**config.mk**
```make
export PLATFORM = sky130hd
export DESIGN_NAME = uart_rx_byte
export DESIGN_NICKNAME = d
export VERILOG_FILES = /design/src/rtl/uart_rx_byte.sv
export SDC_FILE = /design/constraint.sdc
export NUM_CORES = 1
export LEC_CHECK = 0
export ABC_CLOCK_PERIOD_IN_PS = 3600
export CORE_MARGIN = 1
export CORE_UTILIZATION = 59
export CTS_CLUSTER_SIZE = 25
export DETAILED_ROUTE_END_ITERATION = 10
export PLACE_DENSITY_LB_ADDON = 0.05
export SYNTH_ARGS = -nofsm -noshare
export SYNTH_HDL_FRONTEND = slang
export SYNTH_SLANG_ARGS = --single-unit
```
**constraint.sdc**
```tcl
create_clock -name i_clk -period 3.6 [get_ports i_clk]
set_input_delay 0.36 -clock i_clk [delete_from_list [all_inputs] [get_ports i_clk]]
set_output_delay 0.36 -clock i_clk [all_outputs]
set_load 0.005 [all_outputs]
```
**src/rtl/uart_rx_byte.sv**
```systemverilog
// UART 8N1 receiver: synchronises the serial line, assembles LSB-first bytes and
// presents each one on a single-entry valid/ready holding register.
module uart_rx_byte #(
    parameter int CLKS_PER_BIT = 16,
    parameter int CNT_W        = 8
) (
    input  logic       i_clk,
    input  logic       i_rst,
    input  logic       i_rx_serial,
    input  logic       i_rx_enable,
    input  logic       i_rx_ready,
    output logic [7:0] o_rx_data_out,
    output logic       o_rx_valid,
    output logic       o_frame_err,
    output logic       o_overrun,
    output logic [2:0] o_dbg_state
);

    // Handshake: a byte transfers on every rising edge where o_rx_valid and i_rx_ready
    // are both high; o_rx_data_out holds steady while o_rx_valid is high until then.

    typedef enum logic [2:0] {
        S_IDLE  = 3'd0,
        S_START = 3'd1,
        S_DATA  = 3'd2,
        S_STOP  = 3'd3,
        S_BREAK = 3'd4
    } state_t;

    localparam logic [CNT_W-1:0] C_BIT_LAST  = CNT_W'(CLKS_PER_BIT - 1);
    localparam logic [CNT_W-1:0] C_HALF_LAST = CNT_W'(CLKS_PER_BIT / 2 - 1);

    state_t           r_state;
    state_t           w_state_nxt;
    logic             r_sync1;
    logic             r_sync2;
    logic [CNT_W-1:0] r_cnt;
    logic [CNT_W-1:0] w_cnt_nxt;
    logic [2:0]       r_idx;
    logic [2:0]       w_idx_nxt;
    logic [7:0]       r_shift;
    logic [7:0]       w_shift_nxt;
    logic [7:0]       r_data;
    logic             r_valid;
    logic             r_ferr;
    logic             r_ovr;
    logic             w_deliver;
    logic             w_ferr;
    logic             w_rxs;
    logic             w_bit_last;
    logic             w_half_last;
    logic [CNT_W-1:0] w_cnt_inc;

    assign w_rxs       = r_sync2;
    assign w_bit_last  = (r_cnt == C_BIT_LAST);
    assign w_half_last = (r_cnt == C_HALF_LAST);
    assign w_cnt_inc   = r_cnt + CNT_W'(1);

    always_ff @(posedge i_clk) begin
        if (i_rst) begin
            r_sync1 <= 1'b1;
            r_sync2 <= 1'b1;
        end else begin
            r_sync1 <= i_rx_serial;
            r_sync2 <= r_sync1;
        end
    end

    always_ff @(posedge i_clk) begin
        if (i_rst) begin
            r_state <= S_IDLE;
            r_cnt   <= '0;
            r_idx   <= '0;
            r_shift <= '0;
        end else begin
            r_state <= w_state_nxt;
            r_cnt   <= w_cnt_nxt;
            r_idx   <= w_idx_nxt;
            r_shift <= w_shift_nxt;
        end
    end

    always_comb begin
        w_state_nxt = r_state;
        w_cnt_nxt   = r_cnt;
        w_idx_nxt   = r_idx;
        w_shift_nxt = r_shift;
        w_deliver   = 1'b0;
        w_ferr      = 1'b0;
        case (r_state)
            S_IDLE: begin
                if (!w_rxs) begin
                    w_state_nxt = S_START;
                    w_cnt_nxt   = '0;
                end
            end
            S_START: begin
                // Half a bit period lands the sample in the middle of the start bit.
                if (w_half_last) begin
                    w_cnt_nxt   = '0;
                    w_idx_nxt   = '0;
                    w_state_nxt = w_rxs ? S_IDLE : S_DATA;
                end else begin
                    w_cnt_nxt = w_cnt_inc;
                end
            end
            S_DATA: begin
                if (w_bit_last) begin
                    w_shift_nxt[r_idx] = w_rxs;
                    w_cnt_nxt          = '0;
                    if (r_idx == 3'd7) begin
                        w_state_nxt = S_STOP;
                    end else begin
                        w_idx_nxt = r_idx + 3'd1;
                    end
                end else begin
                    w_cnt_nxt = w_cnt_inc;
                end
            end
            S_STOP: begin
                if (w_bit_last) begin
                    w_cnt_nxt = '0;
                    if (w_rxs) begin
                        w_deliver   = 1'b1;
                        w_state_nxt = S_IDLE;
                    end else begin
                        w_ferr      = 1'b1;
                        w_state_nxt = S_BREAK;
                    end
                end else begin
                    w_cnt_nxt = w_cnt_inc;
                end
            end
            S_BREAK: begin
                // A held-low line must return high before another start bit counts.
                if (w_rxs) begin
                    w_state_nxt = S_IDLE;
                end
            end
            default: begin
                w_state_nxt = S_IDLE;
                w_cnt_nxt   = '0;
            end
        endcase
        if (!i_rx_enable) begin
            w_state_nxt = S_IDLE;
            w_cnt_nxt   = '0;
            w_idx_nxt   = '0;
            w_deliver   = 1'b0;
            w_ferr      = 1'b0;
        end
    end

    always_ff @(posedge i_clk) begin
        if (i_rst) begin
            r_data  <= 8'h00;
            r_valid <= 1'b0;
            r_ferr  <= 1'b0;
            r_ovr   <= 1'b0;
        end else begin
            r_ferr <= w_ferr;
            r_ovr  <= w_deliver && r_valid && !i_rx_ready;
            if (w_deliver && (!r_valid || i_rx_ready)) begin
                r_data  <= w_shift_nxt;
                r_valid <= 1'b1;
            end else if (r_valid && i_rx_ready) begin
                r_valid <= 1'b0;
            end
        end
    end

    assign o_rx_data_out = r_data;
    assign o_rx_valid    = r_valid;
    assign o_frame_err   = r_ferr;
    assign o_overrun     = r_ovr;
    assign o_dbg_state   = r_state;

endmodule

```
==> metrics.cfg <==
[outcome]
outcome=complete, no violations

[die]
initial_core_util=0.625
ios=19
core_um2=2760
fp.dieW_um=56.1
fp.dieArea_um2=3140
rows=19
die_h_um=56.1

[synthesis]
seq_area_frac_synth=0.406
syn_area_um2=1720
syn_avg_cell_area_um2=8.66
synth_cell_types=41
synthFlopType=dfxtp_1
synth-edff-count=0
ys_warn_count=0
synthCells=199
async_flop_share=0
ys_ff_latch=35
synth_fp_nets=207

[route]
drc=0
wl_per_cell_um=16.1
firstDrtPassIters=4
num_vias=1567
drt-met1-wl_um=1720
met3RoutedLength_um=304
routed.top_layer=met4
antenna_left=0
drt_wl_total_um=3890
drt_iter0_drc=76
viasPerCell=6.50
wl_met2_um=1790

[place]
post-place-cells=233
io_buffers=18
dpl.hpwl_um=2730
post-place-ws_ps=1250
place_congestion=0.856

[timing]
finalMaxSlewViolations=0
finalCritPeriodShare=0.658
slew_headroom=0.267
period_needed_ps=2370
setup-violations-final=0
fin_worst_skew_ps=16.1
holdWs_ps=426
fin_ws_ps=1230
worstMarginPinSlew_ps=1090
tns_ps=0
report.final.hold_viol_count=0
rsz0062_at_grt=false
max_freq_mhz=422

[layout]
mostFrequentLayoutCell=dfxtp_1
drive_above_1_share=0.110
nNetsFinal=217
finalNonFillerCells=241
syn_to_final_growth_pct=14.9
most-common-layout-cells=35 x dfxtp_1, 27 x a21oi_1, 18 x nand2_1, 18 x clkdlybuf4s50_1, 11 x nand3_1
diodes=0
fillers=225

[power]
total_power_mw=0.765
powerDensity_nw_per_um2=386
p_leak_nw=0.599
peakVddDrop_mv=0.462

[grt]
grt_max_degree=21
grt_pass1_vias=1450
overflow=0
grt_usage=0.261
antenna_found_initial=0
grt_pass1_wl_um=6350

[cts]
cts.sinks=35
htree_levels=2
cts_resized=0
post_cts_buffers=0
cts_tree=yes
clockBufferDepth=2
cts-hold-fix-buffers=0
path_clk_slew_ps=120
worstSkewPairLatency_ps=360
cts_buffers=5
ctsRootBufferMaster=clkbuf_4

[setup_path]
cpPeakStageDelay_ps=730
path_class=register to register
cp_top_family=simple AND/OR/NAND/NOR gates
worstRegToRegCells=4
end_kind=register
r2r_start=r_cnt[5]$_SDFFE_PP0P_
path_cells=or4_1 > nor4_4 > and2_1 > a211oi_2
start_kind=register
crit_buf_inv=0
crit_arrival_ps=2600
critPathCapture=o_rx_data_out[3]$_SDFFE_PP0P_
path_depth=4
reg2reg_slack_ps=1230
cp-startpoint=r_cnt[5]$_SDFFE_PP0P_
rr_endpoint=o_rx_data_out[3]$_SDFFE_PP0P_
cp_max_fo=10
slowest_stage=or4_1
worst-endpoint-required_ps=3830

[run]
drv_cap=0

[worst_hold_path]
hold_class=register to register

-- Yosys cell counts (5+ instances only) --
library cell | instances | share of area
a211oi_2 | 8 | 0.058
nand3_1 | 11 | 0.032
inv_1 | 5 | 0.011
nand4_1 | 6 | 0.022
a21oi_1 | 27 | 0.078
nand2b_1 | 7 | 0.025
nand2_1 | 18 | 0.039
dfxtp_1 | 35 | 0.41
nor3_1 | 6 | 0.017
clkbuf_1 | 15 | 0.033
nor2_1 | 10 | 0.022
-- metal layers --
layer | vias up | track usage
met2 | 74 | 0.391
met3 | 8 | 0.0721
met4 | 0 | 0.153
met1 | 732 | 0.336
met5 | - | 0
li1 | 753 | -
-- power by group --
group | internal, mW | switching [mW] | leakage [nW]
sequential | 0.388 | 0.00194 | 0.282
clock | 0.217 | 0.137 | 0.0525
combinational | 0.00880 | 0.0124 | 0.264
-- sequential cells by signal, indices dropped and copies added (netlist names) --
signal	count
o_dbg_state	3
o_frame_err	1
o_overrun	1
o_rx_data_out	8
o_rx_valid	1
r_cnt	8
r_idx	3
r_shift	8
r_sync1	1
r_sync2	1
-- worst min-delay path by stage --
stage,start,endpoint,depth (start not counted)
global route,r_sync1$_SDFF_PP1_,r_sync2$_SDFF_PP1_,1
detailed placement,r_sync1$_SDFF_PP1_,r_sync2$_SDFF_PP1_,1
CTS,r_sync1$_SDFF_PP1_,r_sync2$_SDFF_PP1_,1
global placement,r_sync1$_SDFF_PP1_,r_sync2$_SDFF_PP1_,1
finish,r_sync1$_SDFF_PP1_,r_sync2$_SDFF_PP1_,1
floorplan,r_sync1$_SDFF_PP1_,r_sync2$_SDFF_PP1_,1
-- through the flow --
step	utilization	area, um^2
after floorplan	-	1720
after global placement	0.681	1880
after detailed placement	0.681	1880
after CTS	0.718	1980
after global routing	0.718	1980
final	0.718	1980
-- cell families after synthesis --
kind of cell             after synthesis  synth area share
AND/OR/NAND/NOR                       78             0.255
AO/OA/AOI/OAI                         59             0.250
flip-flops                            35             0.406
buffers and inverters                 22            0.0566
adder cells (fa/ha/maj)                3            0.0218
XOR/XNOR                               1           0.00508
multiplexers                           1           0.00581
-- cell type report --
cell class              instances  area, um^2  area share
well taps                      31        38.8      0.0196
clock inverters                 2        60.1      0.0303
inverters                       5        18.8     0.00948
flip-flops and latches         35         701       0.354
repair buffers                 20         195      0.0985
multi-input cells             142         926       0.467
clock buffers                   6        41.3      0.0208
(Power assumes the default switching activity.)
